==> src/rtl/bank_sel_pkg.sv <==
// Shared types and helpers for the BRAM bank selector FSM.
// Holds the state encoding, error codes and the selector-byte validity check.
package bank_sel_pkg;

  typedef enum logic [2:0] {
    StIdle,
    StDecode,
    StClear,
    StHold,
    StError
  } state_e;

  typedef logic [1:0] err_code_t;

  localparam err_code_t ERR_NONE    = 2'b00;
  localparam err_code_t ERR_SEL     = 2'b01;
  localparam err_code_t ERR_TIMEOUT = 2'b10;

  // A selector repeats the bank index in both nibbles (0x00, 0x11, 0x22, ...).
  function automatic logic sel_valid(input logic [7:0] sel_byte, input int unsigned num_banks);
    return (sel_byte[7:4] == sel_byte[3:0]) && (32'(sel_byte[3:0]) < num_banks);
  endfunction

endpackage

==> src/rtl/hold_timer.sv <==
// HOLD-state watchdog: counts enabled cycles and flags the last allowed one.
// LIMIT = 0 disables the watchdog entirely.
module hold_timer #(
  parameter int unsigned LIMIT = 16
) (
  input  logic clk,
  input  logic reset,
  input  logic clr,
  input  logic en,
  output logic expired
);

  if (LIMIT == 0) begin : g_off
    assign expired = 1'b0;
  end else begin : g_on
    localparam int unsigned CntW = (LIMIT > 1) ? $clog2(LIMIT) : 1;
    localparam logic [CntW-1:0] Last = CntW'(LIMIT - 1);

    logic [CntW-1:0] cnt_q, cnt_d;

    // Expires on the LIMIT-th enabled cycle since the last clear.
    assign expired = en && (cnt_q == Last);

    always_comb begin
      cnt_d = cnt_q;
      if (clr) begin
        cnt_d = '0;
      end else if (en && !expired) begin
        cnt_d = cnt_q + 1'b1;
      end
    end

    always_ff @(posedge clk) begin
      if (reset) begin
        cnt_q <= '0;
      end else begin
        cnt_q <= cnt_d;
      end
    end
  end

endmodule

==> src/rtl/bank_select_fsm.sv <==
// Selects one of NUM_BANKS BRAM banks from a UART selector byte and holds the
// write window open until the host ends the session or the watchdog fires.
module bank_select_fsm
  import bank_sel_pkg::*;
#(
  parameter int unsigned NUM_BANKS      = 4,
  parameter int unsigned TIMEOUT_CYCLES = 1_000_000,
  localparam int unsigned BANK_W        = (NUM_BANKS > 2) ? $clog2(NUM_BANKS) : 1
) (
  input  logic                 clk,
  input  logic                 reset,
  input  logic                 rx_ready,
  input  logic [7:0]           rx_data,
  input  logic                 flag_write,
  input  logic                 flag_end_write,
  output logic [BANK_W-1:0]    sel_bram,
  output logic [NUM_BANKS-1:0] bank_en,
  output logic                 reset_bram,
  output logic                 flag_bram,
  output logic                 busy_sel_bram,
  output logic                 err_valid,
  output logic [1:0]           err_code
);

  state_e            state_q, state_d;
  logic [7:0]        sel_byte_q, sel_byte_d;
  logic [BANK_W-1:0] sel_bram_q, sel_bram_d;
  err_code_t         err_code_q, err_code_d;
  logic              expired;

  hold_timer #(
    .LIMIT (TIMEOUT_CYCLES)
  ) u_hold_timer (
    .clk     (clk),
    .reset   (reset),
    .clr     (state_q == StClear),
    .en      (state_q == StHold),
    .expired (expired)
  );

  always_comb begin
    state_d    = state_q;
    sel_byte_d = sel_byte_q;
    sel_bram_d = sel_bram_q;
    err_code_d = err_code_q;
    unique case (state_q)
      StIdle: begin
        if (flag_write && rx_ready) begin
          sel_byte_d = rx_data;
          state_d    = StDecode;
        end
      end
      StDecode: begin
        if (sel_valid(sel_byte_q, NUM_BANKS)) begin
          sel_bram_d = sel_byte_q[BANK_W-1:0];
          state_d    = StClear;
        end else begin
          err_code_d = ERR_SEL;
          state_d    = StError;
        end
      end
      StClear: state_d = StHold;
      StHold: begin
        // End of session takes priority over a coincident timeout.
        if (flag_end_write) begin
          state_d = StIdle;
        end else if (expired) begin
          err_code_d = ERR_TIMEOUT;
          state_d    = StError;
        end
      end
      StError: state_d = StIdle;
      default: state_d = StIdle;
    endcase
  end

  always_ff @(posedge clk) begin
    if (reset) begin
      state_q    <= StIdle;
      sel_byte_q <= '0;
      sel_bram_q <= '0;
      err_code_q <= ERR_NONE;
    end else begin
      state_q    <= state_d;
      sel_byte_q <= sel_byte_d;
      sel_bram_q <= sel_bram_d;
      err_code_q <= err_code_d;
    end
  end

  always_comb begin
    bank_en = '0;
    if ((state_q == StClear) || (state_q == StHold)) begin
      bank_en = NUM_BANKS'(1) << sel_bram_q;
    end
  end

  assign sel_bram      = sel_bram_q;
  assign reset_bram    = (state_q == StClear);
  assign flag_bram     = (state_q == StClear) || (state_q == StHold);
  assign busy_sel_bram = (state_q != StIdle);
  assign err_valid     = (state_q == StError);
  assign err_code      = err_code_q;

endmodule

==> config.mk <==
export PLATFORM = sky130hd
export DESIGN_NAME = bank_select_fsm
export DESIGN_NICKNAME = d
export VERILOG_FILES = /design/src/rtl/bank_sel_pkg.sv /design/src/rtl/hold_timer.sv /design/src/rtl/bank_select_fsm.sv
export SDC_FILE = /design/constraint.sdc
export NUM_CORES = 1
export LEC_CHECK = 0
export ABC_AREA = 1
export BUFFER_PORTS_ARGS = -buffer_cell sky130_fd_sc_hd__buf_2
export CAP_MARGIN = 20
export CORE_MARGIN = 8
export CORE_UTILIZATION = 55
export CTS_CLUSTER_DIAMETER = 100
export DETAILED_ROUTE_END_ITERATION = 7
export GPL_TIMING_DRIVEN = 0
export PLACE_DENSITY = 0.76
export SYNTH_ARGS = -nofsm -noshare
export SYNTH_HDL_FRONTEND = slang
export SYNTH_SLANG_ARGS = --single-unit
==> constraint.sdc <==
create_clock -name clk -period 1.99 [get_ports clk]
set_input_delay 0.398 -clock clk [delete_from_list [all_inputs] [get_ports clk]]
set_output_delay 0.398 -clock clk [all_outputs]
set_load 0.005 [all_outputs]
## After elaboration in Yosys (flattened, before gate mapping)

Cells that the tools add are included.

- $add $sub $neg: 1
- $lt $le $gt $ge: 1
- Eq/ne operators: 11
- Shifts and indexed selects: 1
- Mux-type cells: 10
- Reduce and logical (&&, ||, !) cells: 14

Operator list:

| operator | count |
|---|---|
| $add 20x1->20 const B | 1 |
| $eq 20x20->1 const B | 1 |
| $mux 3 | 4 |
| $pmux 3 s4 | 1 |
| $ne 2x2->1 const B | 4 |
| $eq 3x2->1 const B | 2 |
| $mux 2 | 3 |
| $reduce_and 2->1 | 3 |
| $eq 4x4->1 | 1 |
| $logic_and 1x1->1 | 4 |
| $lt 4x3->1 const B | 1 |
| $mux 4 | 1 |
| $pmux 2 s2 | 1 |
| $reduce_and 4->1 | 1 |
| $shl 1x2->4 const A | 1 |
| $eq 3x1->1 const B | 1 |
| $eq 3x3->1 const B | 1 |
| $logic_not 3->1 | 1 |
| $ne 3x3->1 const B | 1 |
| $reduce_bool 3->1 | 1 |
| $reduce_bool 2->1 | 1 |
| $reduce_or 2->1 | 1 |
| $logic_not 1->1 | 1 |
| $logic_or 1x1->1 | 1 |

- Flip-flop bits (word level): 35
- Input bits: 13
- Output and inout bits: 12
- Logic and storage cells: 43

## Logic depth before layout (Yosys ltp)

Gate-level depths: netlist (run 1).

- Word-level depth: 5
- Gate-level depth with buffers: 10
- Mapped depth without buffers: 10

## By module

Synthesis (run 1) repeated with hierarchy kept, for this count alone.

- Cell total of the unflattened synthesis: 282
- Area total of the unflattened synthesis: 1879.3 um2

By module, submodules not included:

| module | times used | cells an instance | area each (um2) | seq. area each (um2) |
|---|---|---|---|---|
| hold_timer | 1 | 185 | 1167.4 | 400.4 |
| bank_select_fsm | 1 | 97 | 711.9 | 300.3 |

## Worst setup path after synthesis (run 1)

No wires, ideal clock.

- Kind: register to register
- Start: register u_hold_timer.g_on.cnt_q[0]
- End: register u_hold_timer.g_on.cnt_q[11]
- Setup time: 0.125 ns
- Arrival time: 1.379 ns
- Data required time: 1.865 ns
- Path slack: 0.486 ns
- Cell stages (with the launch flop): 10
- Path buffers: 1
- Period minus slack after synthesis: 1.504 ns
- Cell sequence: dfxtp_1 -> ha_1 -> nand3_2 -> nor2_2 -> nand3_2 -> nand2_4 -> inv_2 -> buf_6 -> nand2_1 -> a21oi_2

- Cells in the longest elaborated chain, start to end: 4
- Elaborated cells between the ends (all ways): 5
- Classes of those cells: add/sub: 1; eq/ne: 1; reduce/logical: 3

Ends and longest elaborated chain:

| what | line | RTL |
|---|---|---|
| start, declared | hold_timer.sv:19 | `logic [CntW-1:0] cnt_q, cnt_d;` |
| start signal, assigned | hold_timer.sv:37 | `cnt_q <= cnt_d;` |
| parallel branches: the longest is 4 deep, another holds $add 20x1->20 | n/a |  |

Parallel ways; which one is timed is not known.
A chain may end at the register's enable or synchronous reset.

## Final worst setup path (run 1)

- Start: register state_q[1]
- End: output bank_en[2]

- Cells in the longest elaborated chain, start to end: 3
- Elaborated cells between the ends (all ways): 4
- Classes of those cells: eq/ne: 2; mux: 1; reduce/logical: 1

Ends and longest elaborated chain:

| what | line | RTL |
|---|---|---|
| start, declared | bank_select_fsm.sv:25 | `state_e state_q, state_d;` |
| start signal, assigned | bank_select_fsm.sv:79 | `state_q <= StIdle;` |
| start signal, assigned | bank_select_fsm.sv:84 | `state_q <= state_d;` |
| $eq 3x2->1 | bank_select_fsm.sv:93 | `if ((state_q == StClear) \|\| (state_q == StHold)) begin` |
| $logic_or 1x1->1 * | bank_select_fsm.sv:93 |  |
| $mux 4 * | bank_select_fsm.sv:93 |  |
| end, declared | bank_select_fsm.sv:17 | `output logic [NUM_BANKS-1:0] bank_en,` |

Mark *: on every way between the ends. The rest lies on a longest branch, timed or not.

==> results.json, run 1 <==
{
  "routed_wl_mm": 4.38,
  "gr-usage-all-layers_pct": 15.4,
  "skew_ps": 13.7,
  "htreeDepth": 2,
  "slew_headroom_pct": 72.4,
  "r2r_slack_ps": 290,
  "ctsHoldBuffers": 0,
  "layout-drive-gt1-share_pct": 21.0,
  "cp.arrival_ps": 1450,
  "vias": 1885,
  "synth_common_cells": "93 x nand2_1, 35 x dfxtp_1, 35 x nor2_1, 26 x inv_1, 21 x a21oi_1",
  "hold_depth": 2,
  "ys_seq_area_share_pct": 35.2,
  "via_per_inst": 5.01,
  "ir_worst_vdd_uv": 510,
  "grt_pass1_wl_mm": 7.59,
  "area_growth_pct": 15.0,
  "placed_area_sq_mm": 0.00217,
  "crit_family": "simple AND/OR/NAND/NOR gates",
  "end_kind": "output pin",
  "r2r-end": "u_hold_timer.g_on.cnt_q[5]",
  "dp_hpwl_mm": 3.30,
  "antenna_found_initial": 0,
  "setup_violations": 0,
  "cp.depth": 7,
  "max_freq_mhz": 541,
  "clk_pin_slew_ps": 100,
  "io_pins": 25,
  "numPortBuffers": 24,
  "fin_util_pct": 63.9,
  "maxCapViolations": 0,
  "crit_type": "flip-flop to output pin",
  "syn-num-nets": 309,
  "ys_warn_count": 0,
  "worst_hold_slack_ps": 290,
  "core_sq_mm": 0.00358,
  "critPathSlowestCell": "dfxtp_2",
  "overflow": 0,
  "drv_slew": 0,
  "netlist.area_leader.share_pct": 35.2,
  "cts_sinks": 35,
  "r2r-start": "u_hold_timer.g_on.cnt_q[0]",
  "die_w_um": 76.1,
  "dieArea_sq_mm": 0.00580,
  "rsz0062_at_grt": "no",
  "synthArstFlopShare_pct": 0,
  "wire_per_inst_um": 11.6,
  "cp_slowest_stage_delay_ps": 350,
  "tns_ps": 0,
  "synth_top_cell_by_area": "dfxtp_1",
  "p_leak_uw": 0.000883,
  "netlist_instances": 295,
  "cts_buffers": 5,
  "ys_seq_elements": 35,
  "postRouteAntennaNets": 0,
  "die_h_um": 76.1,
  "worst-r2r-cell-count": 9,
  "gp_congestion": 0.875,
  "crit_chain": "inv_1 -> nor3_4 -> inv_1 -> nand2_1 -> inv_1 -> nor3_1 -> buf_2",
  "ys_types": 25,
  "synth_flop_cell": "dfxtp_1",
  "worst_slew_pin_slew_ps": 414,
  "hold_path_class": "primary input to flip-flop",
  "cpMostUsedCell": "inv_1",
  "synth_area_leaders": "dfxtp_1 35%, nand2_1 18%, nor2_1 6.6%, a21oi_1 5.3%, inv_1 4.9%",
  "start_util_pct": 55.6,
  "grt_pass1_vias": 1714,
  "final_nets": 341,
  "first_iter_violations": 138,
  "rows": 22,
  "cts_tree": "done",
  "critPathBufInv": 4,
  "synth_area_sq_mm": 0.00199,
  "outcome": "complete, no violations",
  "postLayoutCellArea_sq_mm": 0.00229,
  "p_per_area_mw_per_mm2": 696,
  "path_max_fanout": 5,
  "crit_end": "bank_en[2]",
  "yosysMostFrequentCell": "nand2_1",
  "fin_crit_ps": 1850,
  "insertion_delay_ps": 340,
  "fin_crit_sh_pct": 92.8,
  "antenna_cells": 0,
  "cts.path.max_buffers": 2,
  "crit_start": "state_q[1]",
  "grt_start_max_net_pins": 13,
  "crit_path_start_kind": "flip-flop",
  "synth-edff-count": 0,
  "first_pass_iters": 4,
  "hold_violations": 0,
  "drc": 0,
  "cts_root_buffer": "clkbuf_4",
  "avgSynthCellArea_sq_um": 6.74,
  "crit_required_ps": 1590
}
-- area by class of cell --
type / count / area (sq um)
Clock buffer: 5 / 37.5
Clock inverter: 3 / 67.6
Inverter: 32 / 120
Buffer: 7 / 76.3
Fill cell: 346 / 1290
Sequential cell: 35 / 702
Timing Repair Buffer: 25 / 128
Tap cell: 48 / 60.1
Multi-Input combinational cell: 221 / 1100
-- power by group --
part | total [uW] | internal, uW | switching (uW)
registers | 755 | 732 | 23.6
clock network | 646 | 390 | 255
logic | 191 | 74.4 | 117
-- worst min path at each step --
stage	slack, ps	end	from
after floorplan	420	sel_byte_q[2]	sel_byte_q[2]
after global placement	430	sel_byte_q[2]	sel_byte_q[2]
after detailed placement	440	sel_byte_q[3]	sel_byte_q[3]
after CTS	270	state_q[2]	reset
after global routing	280	state_q[2]	reset
final	290	err_code[0]	reset
-- kinds of logic after synthesis --
kind of cell    Yosys count  share of synthesized area, %
compound gates           45                          13.3
flops                    35                          35.2
fa+ha+maj                 1                         0.629
xor+xnor                 14                          6.17
simple gates            161                          34.7
buf+inv                  39                          9.88
-- flip-flops by register name, indices dropped and copies added, names as in the netlist --
register	cells
err_code	2
sel_bram	2
sel_byte_q	8
state_q	3
u_hold_timer.g_on.cnt_q	20
-- per-stage QoR --
stage               power [uW]  setup WS [ps]  std cells
global route              1670           10.9        376
finish                    1590            143        376
floorplan                  896            486        295
global placement           956            333        367
detailed placement         959            301        367
CTS                       1610           86.3        376
-- per-layer routing --
layer	track usage, %	routed length (um)	up-vias
li1	-	-	992
met3	4.01	184	10
met2	25.2	2040	43
met4	6.15	68	0
met1	18.7	2090	840
met5	0	0	-
-- what timing repair did --
action	CTS	global route
gates cloned	0	0
resized for setup	0	2
pin swaps	1	0
buffers inserted	1	0
setup endpoints to repair	1	3
-- cell usage in the layout (no fill, tap or decap), types with 7 or more instances in the layout --
| master | count |
|---|---|
| nand2_1 | 93 |
| nor2_1 | 35 |
| dfxtp_1 | 34 |
| inv_1 | 26 |
| buf_2 | 26 |
| a21oi_1 | 21 |
| nand3_1 | 12 |
| o21ai_0 | 12 |
| a21oi_2 | 10 |
| xor2_1 | 7 |
| xnor2_1 | 7 |
Note: power is estimated with default switching activity, not from simulation.
==> run 2: changes to the inputs <==
--- a/config.mk
+++ b/config.mk
@@ -9,11 +9,10 @@
 export BUFFER_PORTS_ARGS = -buffer_cell sky130_fd_sc_hd__buf_2
 export CAP_MARGIN = 20
 export CORE_MARGIN = 8
-export CORE_UTILIZATION = 55
+export CORE_UTILIZATION = 25
 export CTS_CLUSTER_DIAMETER = 100
 export DETAILED_ROUTE_END_ITERATION = 7
 export GPL_TIMING_DRIVEN = 0
-export PLACE_DENSITY = 0.76
 export SYNTH_ARGS = -nofsm -noshare
 export SYNTH_HDL_FRONTEND = slang
 export SYNTH_SLANG_ARGS = --single-unit
==> results.json, run 2 (same netlist as run 1, synthesis figures left out) <==
{
  "gp_congestion": 0.835,
  "wire_per_inst_um": 10.4,
  "skew_ps": 9.46,
  "grt_pass1_vias": 1763,
  "max_freq_mhz": 538,
  "worst_hold_slack_ps": 336,
  "crit_path_start_kind": "flip-flop",
  "worst_slew_pin_slew_ps": 341,
  "path_max_fanout": 5,
  "antenna_cells": 0,
  "fin_crit_sh_pct": 93.4,
  "final_cell_mix": "93 x nand2_1, 35 x nor2_1, 35 x dfxtp_1",
  "cts_root_buffer": "clkbuf_8",
  "htreeDepth": 2,
  "io_pins": 25,
  "largest_reg_flops": 20,
  "core_sq_mm": 0.00773,
  "via_per_inst": 4.24,
  "dp_hpwl_mm": 3.51,
  "cts_setup_buffers": 0,
  "cts_resized": 0,
  "drv_slew": 0,
  "first_iter_violations": 77,
  "tns_ps": 0,
  "end_kind": "output pin",
  "clk_pin_slew_ps": 70,
  "dp_cells": 421,
  "maxCapViolations": 0,
  "regMostFlops": "u_hold_timer.g_on.cnt_q",
  "setup_violations": 0,
  "hold_path_class": "primary input to flip-flop",
  "die_h_um": 105,
  "p_int_uw": 1050,
  "start_util_pct": 25.7,
  "outcome": "complete, no violations",
  "p_leak_uw": 0.000870,
  "numPortBuffers": 24,
  "crit_type": "flip-flop to output pin",
  "gr-usage-all-layers_pct": 8.16,
  "combPwrFrac_pct": 12.9,
  "drc": 0,
  "die_w_um": 105,
  "routed_wl_mm": 4.47,
  "min-delay-start": "reset",
  "net-switching-power_uw": 405,
  "p_sw_share_pct": 27.9,
  "cp.arrival_ps": 1460,
  "hold_violations": 0,
  "ctsHoldBuffers": 0,
  "postLayoutCellArea_sq_mm": 0.00233,
  "cts_sinks": 35,
  "slew_headroom_pct": 77.2,
  "clockPowerShare_pct": 35.2,
  "antenna_found_initial": 0,
  "layout-drive-gt1-share_pct": 20.4,
  "postRouteAntennaNets": 0,
  "cts.path.max_buffers": 2,
  "insertion_delay_ps": 290,
  "first_pass_iters": 4,
  "rows": 32,
  "final_nets": 341,
  "crit_start": "state_q[2]",
  "dieArea_sq_mm": 0.0111,
  "layout.cells.non_filler": 430,
  "r2r-start": "u_hold_timer.g_on.cnt_q[0]",
  "power_uw": 1450,
  "area_growth_pct": 17.1,
  "overflow": 0,
  "cts_tree": "done",
  "p_seq_share_pct": 51.9,
  "top_regs": "u_hold_timer.g_on.cnt_q (20), sel_byte_q (8), state_q (3)",
  "fin_crit_ps": 1860,
  "grt_pass1_wl_mm": 7.50,
  "vias": 1824,
  "grt_start_max_net_pins": 12,
  "p_per_area_mw_per_mm2": 624,
  "cts_buffers": 5,
  "layout_commonest_cell": "nand2_1",
  "crit_required_ps": 1590,
  "rsz0062_at_grt": "no",
  "placed_area_sq_mm": 0.00224,
  "ir_worst_vdd_uv": 254
}
## run 2: cell count changes in the layout (fill, tap and decap cells not counted)
cell       change
nor2_4         -1
clkbuf_4       -5
dfxtp_2        -1
bufinv_16      -2
clkbuf_8       +5
dfxtp_1        +1
clkinv_2       +1
clkbuf_1       +1
nor2_2         +1
## run 2: layout make-up
cell class,instances,area (sq um)
inverters,32,120
well taps,102,128
multi-input cells,221,1090
plain buffers,7,76.3
clock buffers,6,72.6
repair buffers,25,128
clock inverters,2,12.5
fillers,849,5400
flip-flops and latches,35,701
## run 2: metal layers
metal  vias up  wire (um)  GRT usage (%)
met5         -          0              0
met3         8        242           3.01
met1       797       2250           9.66
met4         0         59           3.06
li1        986          -              -
met2        33       1910           13.2
## run 2: stage by stage
| step | worst slack (ps) | util, % |
|---|---|---|
| 6_report | 131 | 30.1 |
| 5_1_grt | 8.07 | 30.1 |
| 4_1_cts | 17.2 | 30.0 |
| 3_5_place_dp | 226 | 28.9 |
| 3_3_place_gp | 243 | 28.9 |
| 2_1_floorplan | 486 | - |
## run 2: power by group through the flow
stage | clock (uW) | combinational, uW | sequential, uW
finish | 512 | 188 | 754
floorplan | 0 | 130 | 766
detailed placement | 0 | 190 | 770
CTS | 531 | 191 | 753
global route | 563 | 213 | 758
global placement | 0 | 189 | 769
## run 2: worst paths after layout
path,cells past startpoint,end,slack (ps)
max,6,bank_en[2],130
min,2,state_q[1],340
max reg2reg,9,u_hold_timer.g_on.cnt_q[19],220
min reg2reg,2,sel_byte_q[7],450
## run 2: worst max-delay path, stage by stage (launching register included)
cell,delay (ps)
dfxtp_1,380
nor2_2,200
nand2_1,130
nand2_1,100
inv_1,80
nor3_1,150
buf_2,140
